File: src/rtl/count_seq_pkg.sv
// count_seq_pkg -- shared definitions for the count sequencer.
//   state_t   : two-state controller encoding (IDLE, RUN)
//   DEF_WIDTH : default counter width in bits
//   DEF_PRE_W : default prescaler divide-field width
package count_seq_pkg;

  typedef enum logic {
    IDLE = 1'b0,
    RUN  = 1'b1
  } state_t;

  localparam int DEF_WIDTH = 4;
  localparam int DEF_PRE_W = 4;

endpackage

File: src/rtl/count_seq_core.sv
// count_seq_core -- loadable down-counter with reload and zero detect.
//   clk      : clock, rising edge
//   rst_n    : synchronous active-low reset (count and stored reload value -> 0)
//   load     : capture load_val into both the counter and the reload register
//   load_val : value to load
//   step     : one counting tick; decrements, or reloads/holds when at zero
//   reload   : 1 = on a tick at zero, restore the stored value; 0 = hold at zero
//   count    : current counter value (registered)
//   zero     : count == 0 (combinational from the register)
module count_seq_core
  import count_seq_pkg::*;
#(
  parameter int WIDTH = DEF_WIDTH
) (
  input  logic             clk,
  input  logic             rst_n,
  input  logic             load,
  input  logic [WIDTH-1:0] load_val,
  input  logic             step,
  input  logic             reload,
  output logic [WIDTH-1:0] count,
  output logic             zero
);

  logic [WIDTH-1:0] count_reg;
  logic [WIDTH-1:0] reload_val_reg;

  always_ff @(posedge clk) begin
    if (!rst_n) begin
      count_reg      <= '0;
      reload_val_reg <= '0;
    end else if (load) begin
      count_reg      <= load_val;
      reload_val_reg <= load_val;
    end else if (step) begin
      if (count_reg != '0)
        count_reg <= count_reg - 1'b1;
      else if (reload)
        count_reg <= reload_val_reg;
      // otherwise a one-shot run parks at zero
    end
  end

  assign count = count_reg;
  assign zero  = (count_reg == '0);

endmodule

File: src/rtl/count_sequencer.sv
// count_sequencer -- start/stop controlled down-counter, one-shot or auto-reload.
//   clk      : clock, rising edge
//   rst_n    : synchronous active-low reset
//   start    : load and run request, honoured only in IDLE
//   stop     : abort request, honoured only in RUN (wins over a terminal tick)
//   mode     : 0 = one-shot, 1 = auto-reload; captured on accepted start
//   load_val : initial/reload count; captured on accepted start
//   presc    : (COUNT_SEQ_PRESCALE_EN only) tick every presc+1 cycles in RUN
//   count    : current count (registered)
//   busy     : high while in RUN (registered)
//   done     : one-cycle pulse after the terminal tick (registered)
// Build option: define COUNT_SEQ_PRESCALE_EN to add the presc input and the
// cycle prescaler; without it every RUN cycle is a tick.
module count_sequencer
  import count_seq_pkg::*;
#(
  parameter int WIDTH = DEF_WIDTH,
  parameter int PRE_W = DEF_PRE_W
) (
  input  logic             clk,
  input  logic             rst_n,
  input  logic             start,
  input  logic             stop,
  input  logic             mode,
  input  logic [WIDTH-1:0] load_val,
`ifdef COUNT_SEQ_PRESCALE_EN
  input  logic [PRE_W-1:0] presc,
`endif
  output logic [WIDTH-1:0] count,
  output logic             busy,
  output logic             done
);

  state_t state_reg;
  logic   busy_reg;
  logic   done_reg;
  logic   mode_reg;
  logic   tick;
  logic   zero;
  logic   load;
  logic   step;

  assign load = (state_reg == IDLE) && start;
  // stop has priority: an aborted cycle never advances the counter
  assign step = (state_reg == RUN) && !stop && tick;

`ifdef COUNT_SEQ_PRESCALE_EN
  logic [PRE_W-1:0] presc_reg;
  logic [PRE_W-1:0] presc_cnt_reg;

  // tick on the last cycle of each presc+1 cycle window
  assign tick = (presc_cnt_reg == presc_reg);

  always_ff @(posedge clk) begin
    if (!rst_n) begin
      presc_reg     <= '0;
      presc_cnt_reg <= '0;
    end else if (load) begin
      presc_reg     <= presc;
      presc_cnt_reg <= '0;
    end else if (state_reg == RUN) begin
      if (stop || tick)
        presc_cnt_reg <= '0;
      else
        presc_cnt_reg <= presc_cnt_reg + 1'b1;
    end
  end
`else
  // No prescaler: every RUN cycle counts. PRE_W only matters for the
  // prescaled build, so both branches degenerate to the same tick.
  if (PRE_W > 0) begin : g_tick_every_cycle
    assign tick = 1'b1;
  end else begin : g_tick_every_cycle_zw
    assign tick = 1'b1;
  end
`endif

  always_ff @(posedge clk) begin
    if (!rst_n) begin
      state_reg <= IDLE;
      busy_reg  <= 1'b0;
      done_reg  <= 1'b0;
      mode_reg  <= 1'b0;
    end else begin
      done_reg <= 1'b0;
      case (state_reg)
        IDLE: begin
          if (start) begin
            state_reg <= RUN;
            busy_reg  <= 1'b1;
            mode_reg  <= mode;
          end
        end
        RUN: begin
          if (stop) begin
            state_reg <= IDLE;
            busy_reg  <= 1'b0;
          end else if (tick && zero) begin
            done_reg <= 1'b1;
            if (!mode_reg) begin
              state_reg <= IDLE;
              busy_reg  <= 1'b0;
            end
          end
        end
        default: begin
          state_reg <= IDLE;
          busy_reg  <= 1'b0;
        end
      endcase
    end
  end

  count_seq_core #(
    .WIDTH(WIDTH)
  ) u_core (
    .clk     (clk),
    .rst_n   (rst_n),
    .load    (load),
    .load_val(load_val),
    .step    (step),
    .reload  (mode_reg),
    .count   (count),
    .zero    (zero)
  );

  assign busy = busy_reg;
  assign done = done_reg;

endmodule

File: config.mk
export PLATFORM = sky130hd
export DESIGN_NAME = count_sequencer
export DESIGN_NICKNAME = d
export VERILOG_FILES = /design/src/rtl/count_seq_pkg.sv /design/src/rtl/count_seq_core.sv /design/src/rtl/count_sequencer.sv
export SDC_FILE = /design/constraint.sdc
export NUM_CORES = 1
export LEC_CHECK = 0
export ABC_AREA = 1
export BUFFER_PORTS_ARGS = -buffer_cell sky130_fd_sc_hd__buf_2
export CORE_MARGIN = 8
export CORE_UTILIZATION = 45
export CTS_CLUSTER_SIZE = 14
export DETAILED_ROUTE_END_ITERATION = 6
export PLACE_DENSITY = 0.8
export SLEW_MARGIN = 20
export SYNTH_ARGS = -nofsm -noshare
export SYNTH_HDL_FRONTEND = slang
export SYNTH_HIERARCHICAL = 1
export SYNTH_SLANG_ARGS = --single-unit
File: constraint.sdc
create_clock -name clk -period 1.85 [get_ports clk]
set_input_delay 0.185 -clock clk [delete_from_list [all_inputs] [get_ports clk]]
set_output_delay 0.185 -clock clk [all_outputs]
set_load 0.1 [all_outputs]
==> run metrics, run 1 <==
Post-Synthesis Cell Area 632 um2; maxcap violations 0; Net Sw Frac 45.2%; DRT Wirelength roughly 1300 um; Reg clk slew, reported paths roughly 80 ps; async set-reset flop share out of synthesis 0%; H-tree Lvls 1; setup TNS 0 ps; number of flops mapped to enable cells by yosys 0; initial antenna violation count 0; Placer Congestion 0.878; cell count after placement 124; largest net degree at the start of global routing 9; Int Power 455 uW; Comb pwr share 43.0%; initial core utilization 48.6%; Total GRT Usage 10.1%; first-pass GRT wire length 2170 um; final worst-path cycle share 77.1%; Yosys warning total 6; Net Sw Power 375 uW; share of cells above drive strength 1 25.9%; Syn Inst Count 95; crit path time final 1430 ps; CTS Hold Bufs 0; vias in the first global route approximately 550; worst slack, placed ~440 ps; Syn Area/Cell ~6.7 um2; CP Data Arrival Time 1650 ps; antenna-violating nets left 0; Top FF cell, synth dfxtp_1; core area approximately 1300 um2; LEAKAGE 0.395 nW; worst slew pin tran 488 ps; Final Hold Viols 0; Crit path top cell by count inv_1; vias per cell 4.85; Max rail drop VDD 0.622 mV; Top Ports 15; startpoint types register; worst path required time roughly 2100 ps; top area cells in the synthesized netlist dfxtp_1 (38%), nand2_1 (15%), inv_1 (8.9%); via count 616; Die H 53.5 um; clock latency on the worst-skew pair 280 ps; Hold Path Class in -> reg; Post-synth top cells nand2_1 (25), inv_1 (15), dfxtp_1 (12); total power divided by cell area 1110 nW/um2; Crit path buffers/inverters 3; slowest CP cell dfxtp_2; CTS tree done; clock skew 5.89 ps; layout overhead on the synthesized area 18.0%; Finished Layout Cells about 130; top cell family by delay on the critical path simple AND/OR/NAND/NOR gates; Critical Path Max Stage Delay 330 ps; Max clock buf depth 2; clk sinks 12; Die X 53.5 um; Slew headroom about two thirds; unrepaired setup endpoints after global routing no; Core Rows 13; post-synthesis register bit count 12; syn_nets between 100 and 150; Unique masters post-synth 18; crit-path max FO 6; top cell type's share of synthesized area 38.0%; Nets around 120; setup ws final 424 ps; Die ar. 2860 um2; Pre-antenna DRT Iters 4; status finished clean; port buffer count 14; ANT cells 0; postcts setup bufs 0; Final setup viols 0; FMAX 701 MHz; final hold slack 148 ps; routed len/inst 10.5 um; worst setup path category reg -> reg; Worst setup EP type register; sequential cell area fraction in the yosys report 38.0%; final number of max-transition violations 0; CTS root buffer clkbuf_4; most numerous cell in the Yosys netlist nand2_1; Yosys top cell by area dfxtp_1; DRC 0; PostCTS Resize Cnt 0; Clk pwr share ~20%; hpwl dp approximately 1100 um; GRT overflow 0; worst path cell trace inv_1 -> ha_1 -> nand2_1 -> nor2_2 -> nand2_2 -> nand2_4 -> inv_1 -> nand3_1 -> nand2_1 -> inv_1; Num CTS Buffers 3; initial drt markers 9; share of power burned in registers 37.1%
through the flow:
stage	util, %	instance area [um2]	total power [mW]
2_1_floorplan	-	634	0.606
3_3_place_gp	55.6	723	0.661
3_5_place_dp	55.6	723	0.669
4_1_cts	57.3	746	0.827
5_1_grt	57.3	746	0.873
6_report	57.3	746	0.830
routing by layer:
layer / GRT usage (%) / vias to the layer above / share of wire (%)
met5: 0 / - / 0
met2: 15.6 / 21 / 47
met1: 12.0 / 269 / 45
met3: 3.64 / 2 / 5.8
met4: 5.04 / 0 / 2.0
li1: - / 324 / -
layout make-up:
cell class                 instances  area, um2
fill                             129        556
multi-input combinational         66        327
sequential                        12        243
timing repair buffer              14       70.1
inverter                          17       65.1
clock buffer                       3       22.5
tap                               15       18.8
worst register-to-register path, cell delays in order, from the launching register on:
cell and delay, ps:
dfxtp_2 330, inv_1 110, ha_1 260, nand2_1 90, nor2_2 170, nand2_2 90
nand2_4 80, inv_1 60, nand3_1 70, nand2_1 50, inv_1 50
cell families (layout without fill, tap and decap cells):
logic type	count (synthesis)	count (layout)	synth area share (%)
AO/OA/AOI/OAI	10	10	8.51
XOR/XNOR	1	1	1.39
adder cells (fa/ha/maj)	1	1	1.98
buffers and inverters	17	34	10.3
flip-flops	12	12	38.0
AND/OR/NAND/NOR	54	54	39.8
worst paths after layout:
path / from / endpoint / slack, ps / cells after the start
hold reg to reg: u_core/reload_val_reg[0] / u_core/reload_val_reg[0] / 460 / 2
hold / removal: mode / mode_reg / 150 / 3
setup reg to reg: u_core/count[0] / u_core/count[0] / 420 / 10
setup / recovery: u_core/count[0] / u_core/count[0] / 420 / 10
placed cells by master (no fill, tap or decap), drive strengths merged:
master | synthesis | final
nand2 | 29 | 29
inv | 16 | 16
buf | 0 | 14
nor2 | 13 | 13
dfxtp | 12 | 12
nand3 | 9 | 9
a21oi | 9 | 9
clkbuf | 0 | 3
or2 | 3 | 3
clkinv | 1 | 1
o21ai | 1 | 1
xor2 | 1 | 1
ha | 1 | 1
power groups by stage:
stage | clock, mW | combinational [mW] | sequential, mW
finish | 0.165 | 0.357 | 0.308
global route | 0.175 | 0.385 | 0.313
CTS | 0.163 | 0.356 | 0.308
detailed placement | 0 | 0.355 | 0.314
global placement | 0 | 0.348 | 0.313
floorplan | 0 | 0.172 | 0.434
No activity file was read; power rests on OpenSTA's default activity.
==> run 2, diff against run 1 <==
--- a/config.mk
+++ b/config.mk
@@ -11,7 +11,7 @@
 export CORE_UTILIZATION = 45
 export CTS_CLUSTER_SIZE = 14
 export DETAILED_ROUTE_END_ITERATION = 6
-export PLACE_DENSITY = 0.8
+export PLACE_DENSITY = 0.82
 export SLEW_MARGIN = 20
 export SYNTH_ARGS = -nofsm -noshare
 export SYNTH_HDL_FRONTEND = slang
==> constraint.sdc (replaced) <==
create_clock -name clk -period 1.2 [get_ports clk]
set_input_delay 0.12 -clock clk [delete_from_list [all_inputs] [get_ports clk]]
set_output_delay 0.12 -clock clk [all_outputs]
set_load 0.1 [all_outputs]
==> run 2 against run 1 <==
The run now ends with setup timing left. Combinational power increased by 140%. Die area unchanged. Worst hold slack worse by 51 ps. Sequential cell count unchanged.
==> run metrics, run 2 (synthesized netlist as in run 1, its figures left out) <==
placed inst area 890 um2; final hold slack just under 100 ps; port buffer count 14; crit-path max FO 3; DRC 0; Num CTS Buffers 3; final number of max-transition violations 0; largest net degree at the start of global routing 9; Critical Path Max Stage Delay 360 ps; antenna-violating nets left 0; Worst setup EP type register; met3 wire length 124 um; Die H around 53 um; vias in the first global route 681; Slew headroom 67.5%; worst path required time 1420 ps; Crit path buffers/inverters 2; worst slew pin tran 492 ps; Top Ports 15; initial core utilization 48.6%; length of routed met2 wiring a little under 1000 um; hpwl dp 1280 um; final worst-path cycle share 107%; Final Hold Viols 0; total power divided by cell area 1670 nW/um2; layout overhead on the synthesized area 59.2%; worst setup path category reg -> reg; Total GRT Usage between 10% and 20%; Highest Signal Layer met4; clock latency on the worst-skew pair 280 ps; failing checks setup timing; via count 713; commonest non-fill, non-tap cell in the layout nand2_1; r2r setup slk -90 ps; Crit path top cell by count nor2_1; FMAX about 780 MHz; Max clock buf depth 2; Final setup viols 4; Hold Path Class in -> reg; Max rail drop VDD roughly 1 mV; Post-Layout Inst Area 1010 um2; Reg clk slew, reported paths 80 ps; CTS Hold Bufs 0; LEAKAGE between 0.4 and 0.5 nW; vias per cell approximately 5; DRT Wirelength 1970 um; clock skew ~4 ps; maxcap violations 0; setup ws final -86.5 ps; clk sinks 12; startpoint types register; CP Data Arrival Time 1500 ps; CTS tree done; unrepaired setup endpoints after global routing yes; H-tree Lvls 1; Core Rows 13; share of cells above drive strength 1 50.0%; initial antenna violation count 0; Die ar. 2860 um2; status finished with violations; top cell family by delay on the critical path flip-flops; slowest CP cell dfxtp_4; routed metal-1 wirelength 799 um; Die X 53.5 um; first-pass GRT wire length 2840 um; routed len/inst 13.9 um; most frequent cells in the layout nand2_1 (20), buf_4 (13), inv_1 (11); worst path cell trace inv_4 -> ha_4 -> buf_4 -> xor2_1 -> nand3_1 -> nor2_1 -> nor2_1 -> nor2_1; Tot Pwr 1.68 mW; CTS root buffer clkbuf_4; initial drt markers 26; Nets 137; core area 1300 um2; Pre-antenna DRT Iters 4; crit path time final 1290 ps; ANT cells 0; GRT overflow 0; worst slack, placed -73.5 ps; Placer Congestion 0.853
## run 2: cell types whose count changed in the layout (fill, tap and decap cells not counted), sizes merged
cell / change
clkbuf: +1
clkinvlp: +1
inv: -1
buf: +13
## run 2: what timing repair did
action                     CTS  global route
pin swaps                    8             6
setup buffers                1             2
gates cloned                 0             0
resized for setup            7             9
setup endpoints to repair    4             6
## run 2: path summary, 6_finish.rpt
kind | cells after the start | endpoint | from
worst min-delay path | 3 | mode_reg | mode
worst min register to register | 2 | u_core/reload_val_reg[0] | u_core/reload_val_reg[0]
worst max register to register | 8 | u_core/count[2] | u_core/count[1]
worst max-delay path | 8 | u_core/count[2] | u_core/count[1]
## run 2: where the power goes
| part | switching, mW | internal, mW | total, mW |
|---|---|---|---|
| clock | 0.148 | 0.185 | 0.332 |
| combinational | 0.509 | 0.342 | 0.851 |
| sequential | 0.0539 | 0.446 | 0.500 |
| total | 0.711 | 0.973 | 1.68 |
## run 2: layout make-up
class	instances	area [um2]
Clock buffer	4	36.3
Timing Repair Buffer	27	228
Fill cell	81	295
Multi-Input combinational cell	66	395
Sequential cell	12	254
Tap cell	15	18.8
Inverter	17	73.8
## run 2: stage by stage
| step | utilization (%) | setup TNS, ps | instances |
|---|---|---|---|
| final | 77.3 | -171 | 141 |
| after global routing | 77.3 | -535 | 141 |
| after CTS | 73.6 | -91.2 | 139 |
| after detailed placement | 68.4 | -197 | 134 |
| after global placement | 68.4 | -4.84 | 134 |
| after floorplan | - | -747 | 95 |
## run 2: layer usage
layer  global-route usage, %  vias to the layer above
met5                       0                        -
met1                    14.0                      318
met3                    5.04                        6
met2                    23.6                       30
met4                    8.82                        0
li1                        -                      359
## run 2: worst register-to-register path, stage by stage, from the launching register on
cell	delay, ps
dfxtp_4	360
inv_4	60
ha_4	150
buf_4	150
xor2_1	180
nand3_1	100
nor2_1	100
nor2_1	50
nor2_1	70
==> run 3, diff against run 2 <==
--- a/config.mk
+++ b/config.mk
@@ -17,3 +17,4 @@
 export SYNTH_HDL_FRONTEND = slang
 export SYNTH_HIERARCHICAL = 1
 export SYNTH_SLANG_ARGS = --single-unit
+export TNS_END_PERCENT = 1
==> run 3 against run 2 <==
Setup slack improved by 48 ps. Clock power decreased by 20%. Sequential cell count unchanged. Via count decreased by 1.5%. The flow still finishes with violations (setup timing). Clock-buffer cell count unchanged. Utilization decreased by 2.5 points. Final cell count increased by 0.71%. Non-clock buffer count increased by 1. Critical path depth unchanged. Largest power group unchanged. Worst hold slack improved by 6.0 ps. Wire length decreased by 14%. Clock skew decreased by 0.71 ps.
==> run metrics, run 3 (synthesized netlist as in run 1, its figures left out) <==
Final Core Density between 70 and 80%; Max rail drop VDD 0.907 mV; first-pass GRT wire length 2660 um; antenna-violating nets left 0; Tot Pwr about 1.6 mW; initial core utilization a little under 50%; worst path cell trace inv_4 -> ha_4 -> nand2_1 -> or2_0 -> nand3_1 -> nand3_2 -> nand2_1 -> inv_1; Nets ~140; initial antenna violation count 0; Reg clk slew, reported paths 80 ps; LEAKAGE 0.479 nW; Crit path buffers/inverters 2; GRT overflow 0; Finished Layout Cells about 140; CTS tree done; layout overhead on the synthesized area 54.1%; port buffer count 14; Num CTS Buffers 3; setup TNS -97.8 ps; CTS Hold Bufs 0; r2r setup slk -40 ps; vias per cell between 4 and 5; Slew headroom 67.8%; Total GRT Usage 12.7%; unrepaired setup endpoints after global routing yes; Die H 53.5 um; Final Hold Viols 0; vias in the first global route 649; core area 1300 um2; R2R Path End u_core/count[1]; total power divided by cell area ~1600 nW/um2; most frequent cells in the layout nand2_1 (24), buf_4 (14), inv_1 (11); clock latency on the worst-skew pair 270 ps; Placer Congestion 0.835; Crit. path cell count 8; Core Rows 13; final worst-path cycle share 103%; Top Ports 15; FMAX 808 MHz; via count 702; DRT Wirelength 1700 um; Critical Path Max Stage Delay between 300 and 400 ps; placed inst area 888 um2; DRC 0; slowest CP cell dfxtp_4; maxcap violations 0; R2R Path Start u_core/count[1]; Max clock buf depth 2; setup ws final -38.0 ps; clock skew 3.29 ps; CP Data Arrival Time 1410 ps; worst path required time 1370 ps; H-tree Lvls 1; reg2reg path depth 8; Critical path origin u_core/count[1]; crit-path max FO 3; CTS root buffer clkbuf_4; failing checks setup timing; CP Capture Point u_core/count[1]; largest net degree at the start of global routing 9; Die ar. around 2900 um2; share of cells above drive strength 1 between 40% and 50%; status finished with violations; Final setup viols 4; Filler cells 91; worst slack, placed -42.8 ps; cell count after placement 134; top cell family by delay on the critical path simple AND/OR/NAND/NOR gates; Post-Layout Inst Area 973 um2; commonest non-fill, non-tap cell in the layout nand2_1; Pre-antenna DRT Iters 4; worst slew pin tran 486 ps; Worst setup EP type register; initial drt markers 21; Crit path top cell by count nand2_1; final number of max-transition violations 0; ANT cells 0; startpoint types register; clk sinks 12; hpwl dp around 1200 um; Die X 53.5 um; final hold slack roughly 100 ps; Hold Path Class in -> reg; routed len/inst 11.9 um; crit path time final between 1000 and 1500 ps; worst setup path category reg -> reg
==> run 3: cell types whose count changed in the layout (fill, tap and decap cells not counted), sizes merged <==
cell and change:
buf +1
==> run 3: final cells by class <==
cell class,instances,area [um2],share of cell area (%)
Sequential cell,12,253,26.0
Clock buffer,4,26.3,2.70
Tap cell,15,18.8,1.93
Inverter,17,73.8,7.58
Multi-Input combinational cell,66,367,37.7
Timing Repair Buffer,28,235,24.2
==> run 3: timing repair <==
action | CTS | global route
setup endpoints to repair | 4 | 8
resized for setup | 3 | 4
pin swaps | 1 | 0
endpoints found under the hold margin | 0 | 0
setup buffers | 3 | 1
==> run 3: report_power, final <==
part           switching, mW  leakage, nW  internal (mW)
Combinational          0.479        0.363          0.330
Clock                  0.135       0.0150          0.129
Sequential            0.0492        0.101          0.446
==> run 3: worst min-delay path by stage <==
| stage | from | cells past startpoint | to | slack [ps] |
|---|---|---|---|---|
| 2_1_floorplan | rst_n | 2 | busy | 250 |
| 3_3_place_gp | mode | 3 | mode_reg | 380 |
| 3_5_place_dp | mode | 3 | mode_reg | 380 |
| 4_1_cts | mode | 3 | mode_reg | 100 |
| 5_1_grt | rst_n | 3 | busy | 120 |
| 6_report | mode | 3 | mode_reg | 100 |
==> run 3: tightest hold or removal path: cells and delay by family <==
family | cells | cell delay (ps)
and+or+nand+nor | 1 | 70
AOI/OAI and AO/OA | 1 | 70
buffers and inverters | 1 | 70
==> run 3: layer usage <==
| metal | routed length (um) | GRT usage, % | up-vias |
|---|---|---|---|
| met3 | 83 | 1.68 | 4 |
| met4 | 40 | 9.24 | 0 |
| li1 | - | - | 354 |
| met1 | 696 | 13.9 | 320 |
| met2 | 876 | 21.7 | 24 |
| met5 | 0 | 0 | - |
